<file path="src/rtl/stopwatch_pkg.sv">
// Shared widths, limits and the time-triple type for the stopwatch.
package stopwatch_pkg;

    localparam int SEC_W   = 6;
    localparam int MIN_W   = 6;
    localparam int HOUR_W  = 4;
    localparam int SEC_MAX = 59;
    localparam int MIN_MAX = 59;

    typedef struct packed {
        logic [HOUR_W-1:0] hour;
        logic [MIN_W-1:0]  min;
        logic [SEC_W-1:0]  sec;
    } sw_time_t;

endpackage

</file>
<file path="src/rtl/sw_mod_counter.sv">
// Modulo-N counter with enable; o_carry flags the enabled cycle that wraps N-1 -> 0.
module sw_mod_counter #(
    parameter int W = 6,
    parameter int N = 60
) (
    input  logic         clk,
    input  logic         rst,
    input  logic         i_en,
    output logic [W-1:0] o_value,
    output logic         o_carry
);

    localparam logic [W-1:0] LAST = W'(N - 1);

    logic [W-1:0] r_value;

    always_ff @(posedge clk or negedge rst) begin
        if (!rst) begin
            r_value <= '0;
        end else if (i_en) begin
            r_value <= (r_value == LAST) ? '0 : r_value + 1'b1;
        end
    end

    assign o_value = r_value;
    assign o_carry = i_en && (r_value == LAST);

endmodule

</file>
<file path="src/rtl/stopwatch.sv">
// Run/pause h:m:s stopwatch with an inline tick prescaler.
// Define STOPWATCH_OVF_EN to add a sticky ovf output set on the full wrap.
module stopwatch
    import stopwatch_pkg::*;
#(
    parameter int TICK_DIV = 1,
    parameter int HOUR_MAX = 15
) (
    input  logic              clk,
    input  logic              rst,
    input  logic              start_stop,
    output logic [SEC_W-1:0]  sec,
    output logic [MIN_W-1:0]  min,
    output logic [HOUR_W-1:0] hour
`ifdef STOPWATCH_OVF_EN
    ,
    output logic              ovf
`endif
);

    logic     w_tick;
    logic     w_sec_carry;
    logic     w_min_carry;
    logic     w_hour_wrap;
    sw_time_t w_time;

    // The prescaler freezes with start_stop so partial seconds survive a pause.
    generate
        if (TICK_DIV == 1) begin : g_no_presc
            assign w_tick = start_stop;
        end else begin : g_presc
            localparam int            PW     = $clog2(TICK_DIV);
            localparam logic [PW-1:0] P_LAST = PW'(TICK_DIV - 1);

            logic [PW-1:0] r_presc;

            always_ff @(posedge clk or negedge rst) begin
                if (!rst) begin
                    r_presc <= '0;
                end else if (start_stop) begin
                    r_presc <= (r_presc == P_LAST) ? '0 : r_presc + 1'b1;
                end
            end

            assign w_tick = start_stop && (r_presc == P_LAST);
        end
    endgenerate

    sw_mod_counter #(.W(SEC_W), .N(SEC_MAX + 1)) u_sec (
        .clk     (clk),
        .rst     (rst),
        .i_en    (w_tick),
        .o_value (w_time.sec),
        .o_carry (w_sec_carry)
    );

    sw_mod_counter #(.W(MIN_W), .N(MIN_MAX + 1)) u_min (
        .clk     (clk),
        .rst     (rst),
        .i_en    (w_sec_carry),
        .o_value (w_time.min),
        .o_carry (w_min_carry)
    );

    sw_mod_counter #(.W(HOUR_W), .N(HOUR_MAX + 1)) u_hour (
        .clk     (clk),
        .rst     (rst),
        .i_en    (w_min_carry),
        .o_value (w_time.hour),
        .o_carry (w_hour_wrap)
    );

    assign sec  = w_time.sec;
    assign min  = w_time.min;
    assign hour = w_time.hour;

`ifdef STOPWATCH_OVF_EN
    logic r_ovf;

    always_ff @(posedge clk or negedge rst) begin
        if (!rst) begin
            r_ovf <= 1'b0;
        end else if (w_hour_wrap) begin
            r_ovf <= 1'b1;
        end
    end

    assign ovf = r_ovf;
`else
    logic w_unused;
    assign w_unused = w_hour_wrap;
`endif

endmodule

</file>
<file path="config.mk">
export PLATFORM = sky130hd
export DESIGN_NAME = stopwatch
export DESIGN_NICKNAME = d
export VERILOG_FILES = /design/src/rtl/stopwatch_pkg.sv /design/src/rtl/sw_mod_counter.sv /design/src/rtl/stopwatch.sv
export SDC_FILE = /design/constraint.sdc
export NUM_CORES = 1
export LEC_CHECK = 0
export ABC_AREA = 1
export CORE_MARGIN = 1
export CORE_UTILIZATION = 40
export DETAILED_ROUTE_END_ITERATION = 8
export GPL_TIMING_DRIVEN = 0
export PLACE_DENSITY_LB_ADDON = 0.08
export SLEW_MARGIN = 40
export SYNTH_ARGS = -nofsm -noshare
export SYNTH_HDL_FRONTEND = slang
export SYNTH_HIERARCHICAL = 1
export SYNTH_SLANG_ARGS = --single-unit
</file>
<file path="constraint.sdc">
create_clock -name clk -period 1.5 [get_ports clk]
set_input_delay 0.3 -clock clk [delete_from_list [all_inputs] [get_ports clk]]
set_output_delay 0.3 -clock clk [all_outputs]
set_load 0.03 [all_outputs]
</file>
==> results.txt, run 1 <==
----------------------------------------------------
[Run status]
  Status ... finished clean

[STA]
  Finish-stage setup viols ... 0
  Achievable frequency ... 672.7 MHz
  Final Critical Period ... 1.487 ns
  Sum Neg Setup Slack ... 0 ns
  Worst Skew ... 0.001932 ns
  Tightest Pin Transition ... 0.6889 ns
  Worst slew margin relative to its limit ... 0.5393
  Max Transition Viols Final ... 0
  Final worst path period share ... 0.9910
  Final hold violation count ... 0
  RSZ-0062 raised after global routing ... true

[Synth]
  Cells after synthesis ... 97
  Post-Syn Area per Cell ... ~8.6 um^2
  Synthesized Nets ... 103
  Count of synthesis-stage warnings from yosys ... 6
  Area of the mapped netlist ... 835.8 um^2

[Detailed routing]
  TritonRoute pass-1 iters ... 4
  Vias per inst ... approximately 4.6
  DRT iter0 DRCs ... 9
  Remaining design rule violation count ... 0
  Total via count after detailed routing ... 723
  Sum of routed wire length over all layers ... between 1500 and 2000 um
  Wirelength per Cell ... 10.51 um
  Number of nets with antenna violations after routing ... 0

[GRT]
  Number of global-route vias before repair ... about 630
  Total routing resource utilization after global routing ... 0.1717
  Global-route wire length before repair ... between 2000 and 3000 um
  Largest net degree at the start of global routing ... 17
  Overflow after GRT ... 0
  Number of antenna violations at the first check in global routing ... 0

[Setup path]
  Worst reg-to-reg path cell count ... 12
  Max FO, Critical Path ... 7
  Cells along the critical path ... ha_4 > nand2_4 > nor2_4 > nand2_2 > clkinv_4 > nand2_4 > nor2_4 > nand2_2 > clkinv_4 > nand2_2 > xor2_1 > inv_1
  Reg-to-reg startpoint ... u_sec/o_value[0]
  Critical Path Max Stage Delay ... 0.44 ns
  Crit path top cell by count ... sky130_fd_sc_hd__nand2_2
  Crit path launch type ... flop
  Worst-path cell with the longest stage delay ... sky130_fd_sc_hd__dfrtp_2
  Critical Path Sink Type ... flop
  Critical path class ... flop to flop
  Required time of the critical path ... 1.69 ns
  Crit Reg-Reg Endpoint ... u_hour/o_value[2]
  Register-to-register path setup slack ... 0.01 ns
  Arrival time of the worst setup path ... ~1.7 ns

[Cells and area]
  Footprint of the multi-input gates ... 447.9 um^2
  Layout net count ... 136
  Layout overhead on the synthesized area ... 43.26%
  Fraction of final layout cells sized beyond drive strength 1 ... 0.2946
  Fraction of the core area covered by cells at the end of the flow ... 0.6103
  Storage element area ... a little over 400 um^2
  # fillers ... about 200
  Antenna Cells ... 0

[Clock network]
  Hold_buf cts ... 0
  Clock latency reported for the late side of the worst-skew pair ... 0.29 ns
  Root buf cell ... sky130_fd_sc_hd__clkbuf_4
  H-tree Lvls ... 1
  Count of clock tree sinks ... 16
  Clock transition at path regs ... roughly 0.090 ns
  TritonCTS clock tree ... built
  Clock buffer count from CTS ... 3
  Max Root-Sink Buffers ... 2

[Die]
  Die outline width ... 47.71 um
  Chip height ... between 40 and 50 um
  # rows ... 16
  Placeable Area ... 1962 um^2
  Boundary pin count ... 19
  Initial core utilization ... 0.4260
  Area of the die ... 2276 um^2

[Hold path]
  Type of the tightest min-delay check ... input port to asynchronous set/reset pin

[Place]
  DP Wirelength ... roughly 1000 um
  Total of buffers placed on input and output ports ... 18
  Weighted congestion reported at the end of routability-driven placement ... 0.7359

[Pwr]
  Lkg Pwr ... 0.5955 nW
  Power per Cell Area ... 1379 nW/um^2
  IR Drop Worst-Case VDD ... 0.001033 V

[Job]
  # Max-Cap Violations ... 0

----------------------------------------------------
==> report_power, final <==
part / internal, W / switching, W / total [W]
Clock: 0.000103 / 0.000141 / 0.000244
Sequential: 0.000538 / 0.000113 / 0.000651
Combinational: 0.000308 / 0.000448 / 0.000756
==> sequential cells by signal, indices dropped and copies added (netlist names) <==
signal	count
u_hour/o_value	4
u_min/o_value	6
u_sec/o_value	6
==> timing repair <==
action | in CTS | in global routing
endpoints found under the setup margin | 20 | 12
buffers inserted | 9 | 2
pin swaps | 1 | 4
cloned | 0 | 0
resized for setup | 22 | 12
hold endpoints to repair | 0 | 0
==> worst max-delay path: cells and delay by family, from the launching register on <==
family | cells | cell delay (ns)
adder cells (fa/ha/maj) | 1 | 0.17
XOR/XNOR | 1 | 0.13
AND/OR/NAND/NOR | 7 | 0.45
flip-flops | 1 | 0.44
buffers and inverters | 3 | 0.20
==> worst max-delay path by stage <==
stage / start / to / cells past startpoint / slack [ns]
after global placement: start_stop / u_hour/o_value[3] / 12 / -0.49
after global routing: u_sec/o_value[1] / u_hour/o_value[3] / 13 / -0.13
final: u_sec/o_value[0] / u_hour/o_value[2] / 12 / 0.01
after CTS: u_sec/o_value[1] / u_hour/o_value[3] / 13 / -0.05
after detailed placement: start_stop / u_hour/o_value[3] / 12 / -0.51
after floorplan: u_sec/o_value[0] / u_hour/o_value[2] / 12 / -0.10
==> cells in the final DEF, fill, tap and decap left out, drive strengths merged, types with 3 or more instances in the layout <==
master	n
nand2	24
nor2	21
dfrtp	16
dlygate4sd2	14
buf	10
inv	8
nand3	7
o21ai	7
clkbuf	4
xor2	3
clkdlybuf4s15	3
ha	3
==> layer usage <==
metal	GRT usage	vias up	wire length, um
met5	0	-	0
li1	-	371	-
met3	0.03396	5	52
met4	0.1167	0	45
met2	0.2649	14	783
met1	0.2160	333	759
==> final cells by class <==
type / count / share of cell area
Inverter: 10 / 0.03971
Tap cell: 27 / 0.02821
Timing Repair Buffer: 28 / 0.1996
Sequential cell: 16 / 0.3365
Clock buffer: 4 / 0.02194
Multi-Input combinational cell: 71 / 0.3741
==> stage by stage <==
step	setup slack [ns]	instances	power [W]	area, um^2	hold slack (ns)
after global routing	-0.1276	156	0.001776	1197	0.4748
after floorplan	-0.1046	97	0.001125	863.3	0.004409
after CTS	-0.04546	155	0.001676	1164	0.4417
after detailed placement	-0.5091	142	0.001391	1077	0.5470
final	0.01344	156	0.001651	1197	0.4188
after global placement	-0.4925	142	0.001379	1077	0.5394
No activity file was read; power rests on OpenSTA's default activity.
==> run 2, diff against run 1 <==
--- a/config.mk
+++ b/config.mk
@@ -10,9 +10,9 @@
 export CORE_UTILIZATION = 40
 export DETAILED_ROUTE_END_ITERATION = 8
 export GPL_TIMING_DRIVEN = 0
+export MAX_ROUTING_LAYER = met4
 export PLACE_DENSITY_LB_ADDON = 0.08
 export SLEW_MARGIN = 40
 export SYNTH_ARGS = -nofsm -noshare
 export SYNTH_HDL_FRONTEND = slang
-export SYNTH_HIERARCHICAL = 1
 export SYNTH_SLANG_ARGS = --single-unit
==> results.txt, run 2 <==
----------------------------------------------------
[Synth]
  Sequential-to-total area share from yosys stat ... 0.4812
  Cell accounting for the most synthesized area ... sky130_fd_sc_hd__dfrtp_1
  Simple-gate share of the synthesized area ... 0.3143
  Count of synthesis-stage warnings from yosys ... 0 (-6)
  Area share of xor/xnor cells in the synthesized design ... 0.03158
  Top_reg_cell synth ... sky130_fd_sc_hd__dfrtp_1
  Area of the mapped netlist ... 832.0 um^2 (-0.45%)
  Share of synthesized cell area in full adder, half adder and majority cells ... 0.04511
  Post-Syn Area per Cell ... 8.320 um^2 (-3.4%)
  Area share of the largest cell type after synthesis ... 0.4812
  Largest cells by area after synthesis ... sky130_fd_sc_hd__dfrtp_1, sky130_fd_sc_hd__nand2_1, sky130_fd_sc_hd__nand3_1
  Synthesized Nets ... 106 (+2.9%)
  Post-synth cell types ... 19
  Proportion of synthesized area in mux cells ... 0.01353
  Most numerous cell types in the synthesized netlist ... sky130_fd_sc_hd__nand2_1, sky130_fd_sc_hd__dfrtp_1, sky130_fd_sc_hd__nand3_1
  Library cell with the highest instance count after synthesis ... sky130_fd_sc_hd__nand2_1
  Combinational family with the most area after synthesis ... simple AND/OR/NAND/NOR gates
  Cells after synthesis ... 100 (+3.1%)
  Synth Area in Compound Gates ... 0.05113
  Flip-flop and latch count after synthesis ... 16
  Share of async-settable or async-resettable flops after synthesis ... 1.000
  Number of flops mapped to enable cells by yosys ... 0

[Cells and area]
  # fillers ... 209 (+2.5%)
  Layout overhead on the synthesized area ... 28.87%
  Most frequent standard cell in the layout excluding fill and tap cells ... sky130_fd_sc_hd__nand2_1
  Leading cell types in the layout, fill and taps excluded ... sky130_fd_sc_hd__nand2_1, sky130_fd_sc_hd__dfrtp_1, sky130_fd_sc_hd__nand3_1, sky130_fd_sc_hd__dlygate4sd2_1, sky130_fd_sc_hd__inv_1
  Layout net count ... 131 (-3.7%)
  Antenna Cells ... 0 (unchanged)
  Fraction of final layout cells sized beyond drive strength 1 ... 0.1532 (-0.1413)

[Detailed routing]
  Number of nets with antenna violations after routing ... 0 (unchanged)
  Remaining design rule violation count ... 0 (unchanged)
  Total via count after detailed routing ... 710 (-1.8%)
  Vias per inst ... 4.702 (+1.5%)
  TritonRoute pass-1 iters ... 4 (unchanged)
  DRT iter0 DRCs ... 10 (+1)
  Wirelength per Cell ... 10.70 um (+1.7%)
  Sum of routed wire length over all layers ... 1615 um (-1.5%)

[Place]
  DP Wirelength ... 1174 um (+13%)
  Weighted congestion reported at the end of routability-driven placement ... 0.7642 (+3.8%)
  Total of buffers placed on input and output ports ... 18 (unchanged)
  Worst setup timing slack at the placement stage ... -0.1875 ns (+0.3215 ns)

[Pwr]
  Power per Cell Area ... 1460 nW/um^2 (+5.9%)
  Proportion of power drawn by flip-flops and latches ... 0.420 (+0.026)
  Lkg Pwr ... 0.5539 nW (-7.0%)
  Proportion of power drawn by combinational gates ... 0.392 (-0.066)
  Clock network fraction of total power ... 0.188 (+0.040)
  Power Internal ... 0.0008994 W (-5.2%)
  IR Drop Worst-Case VDD ... 0.0007297 V (-29%)
  Power spent charging and discharging nets ... 0.0006665 W (-5.1%)
  Share of total power consumed by net switching ... 0.4256 (about the same)

[Setup path]
  Family with the most delay on the worst path ... flip-flops
  Critical Path Sink Type ... primary output
  Arrival time of the worst setup path ... 1.15 ns (-0.53 ns)
  Launching instance or port of the critical path ... u_min.o_value[0]
  Crit path launch type ... flop
  Worst path buffer plus inverter count ... 1 (-2)
  Critical Path Max Stage Delay ... 0.43 ns (about the same)
  Register-to-register path setup slack ... 0.14 ns (+0.13 ns)
  Crit Reg-Reg Endpoint ... u_hour.o_value[3]
  Reg-to-reg startpoint ... u_min.o_value[0]
  Capturing element of the worst setup path ... min[0]
  Worst-path cell with the longest stage delay ... sky130_fd_sc_hd__dfrtp_1
  Cells along the critical path ... dlygate4sd2_1
  Critical path class ... flop to primary output
  Worst reg-to-reg path cell count ... 7 (-5)
  Required time of the critical path ... 1.20 ns (-0.49 ns)
  Max FO, Critical Path ... 5 (-2)
  Crit. path cell count ... 1 (-11)

[GRT]
  Overflow after GRT ... 0 (unchanged)
  Total routing resource utilization after global routing ... 0.1840 (+0.01221)
  Global-route wire length before repair ... 2732 um (+6.2%)
  Number of global-route vias before repair ... 629 (+0.48%)
  Number of antenna violations at the first check in global routing ... 0 (unchanged)
  Largest net degree at the start of global routing ... 17 (unchanged)

[STA]
  Final Critical Period ... 1.449 ns (-0.03737 ns)
  Max Transition Viols Final ... 0 (unchanged)
  Tightest Pin Transition ... 0.3651 ns (-0.3239 ns)
  Achievable frequency ... 690.0 MHz (+2.6%)
  RSZ-0062 raised after global routing ... true
  Setup WS post-layout ... 0.05081 ns (+0.03737 ns)
  Finish-stage setup viols ... 0 (unchanged)
  Worst Skew ... 0.002296 ns (+0.0003644 ns)
  Worst slew margin relative to its limit ... 0.7566 (+0.2174)
  Final worst path period share ... 0.9661 (-0.02491)
  Sum Neg Setup Slack ... 0 ns (unchanged)
  Final hold violation count ... 0 (unchanged)

[Clock network]
  H-tree Lvls ... 1 (unchanged)
  TritonCTS clock tree ... built
  Root buf cell ... sky130_fd_sc_hd__clkbuf_4
  Clock latency reported for the late side of the worst-skew pair ... 0.30 ns (about the same)
  Count of clock tree sinks ... 16 (unchanged)
  Clock transition at path regs ... 0.10 ns (about the same)
  Max Root-Sink Buffers ... 2 (unchanged)
  Clock buffer count from CTS ... 3 (unchanged)

[Die]
  # rows ... 16 (unchanged)
  Placeable Area ... 1962 um^2 (unchanged)
  Initial core utilization ... 0.4241 (-0.001913)
  Area of the die ... 2267 um^2 (-0.42%)
  Boundary pin count ... 19 (unchanged)
  Die outline width ... 47.61 um (-0.21%)
  Chip height ... 47.61 um (-0.21%)

[Job]
  # Max-Cap Violations ... 0 (unchanged)

[Hold path]
  Type of the tightest min-delay check ... input port to asynchronous set/reset pin

[Run status]
  Status ... finished clean

----------------------------------------------------
## run 2: repair_timing
item,CTS,global route
gates cloned,0,0
endpoints found under the hold margin,0,16
pin swaps,0,1
hold buffers,0,1
setup endpoints to repair,16,13
gates resized for setup,17,9
buffers inserted,0,1
## run 2: stage by stage
| stage | utilization | power (W) | cells | hold WS [ns] | area, um^2 |
|---|---|---|---|---|---|
| 2_1_floorplan | - | 0.001076 | 100 | 0.004409 | 832.0 |
| 3_3_place_gp | 0.5332 | 0.001337 | 145 | 0.5267 | 1046 |
| 3_5_place_dp | 0.5332 | 0.001355 | 145 | 0.5201 | 1046 |
| 4_1_cts | 0.5421 | 0.001580 | 149 | 0.4415 | 1064 |
| 5_1_grt | 0.5466 | 0.001693 | 151 | 0.4696 | 1072 |
| 6_report | 0.5466 | 0.001566 | 151 | 0.4367 | 1072 |
## run 2: cell type report
cell class,count,area [um^2],area share
well taps,27,33.78,0.03151
plain buffers,1,11.26,0.01050
clock buffers,4,36.28,0.03384
inverters,11,41.29,0.03851
repair buffers,20,162.7,0.1517
flip-flops and latches,16,400.4,0.3734
multi-input cells,72,386.6,0.3606
## run 2: cell families after synthesis
| group | Yosys count |
|---|---|
| XOR/XNOR | 3 |
| flip-flops | 16 |
| AO/OA/AOI/OAI | 7 |
| buffers and inverters | 12 |
| AND/OR/NAND/NOR | 58 |
| adder cells (fa/ha/maj) | 3 |
| multiplexers | 1 |
## run 2: how the worst min path moves through the flow
stage | slack (ns) | cells past startpoint | endpoint | startpoint
6_report | 0.44 | 2 | u_sec.o_value[3] | rst
5_1_grt | 0.47 | 2 | u_sec.o_value[3] | rst
4_1_cts | 0.44 | 1 | u_sec.o_value[0] | rst
3_5_place_dp | 0.52 | 2 | u_hour.o_value[1] | u_hour.o_value[1]
3_3_place_gp | 0.53 | 2 | u_hour.o_value[1] | u_hour.o_value[1]
2_1_floorplan | 0.004 | 0 | u_hour.o_value[0] | rst
## run 2: power groups by stage
stage,clock network (W),registers [W],logic [W]
final,0.000295,0.000657,0.000614
after global routing,0.000320,0.000681,0.000693
after CTS,0.000306,0.000654,0.000620
after detailed placement,0,0.000667,0.000688
after global placement,0,0.000663,0.000674
after floorplan,0,0.000851,0.000225
## run 2: per-layer routing
| layer | vias up | part of all wire | global-route usage |
|---|---|---|---|
| met2 | 13 | 0.44 | 0.2603 |
| li1 | 374 | - | - |
| met1 | 318 | 0.48 | 0.2335 |
| met3 | 5 | 0.049 | 0.05660 |
| met4 | 0 | 0.026 | 0.1000 |
| met5 | - | 0 | - |
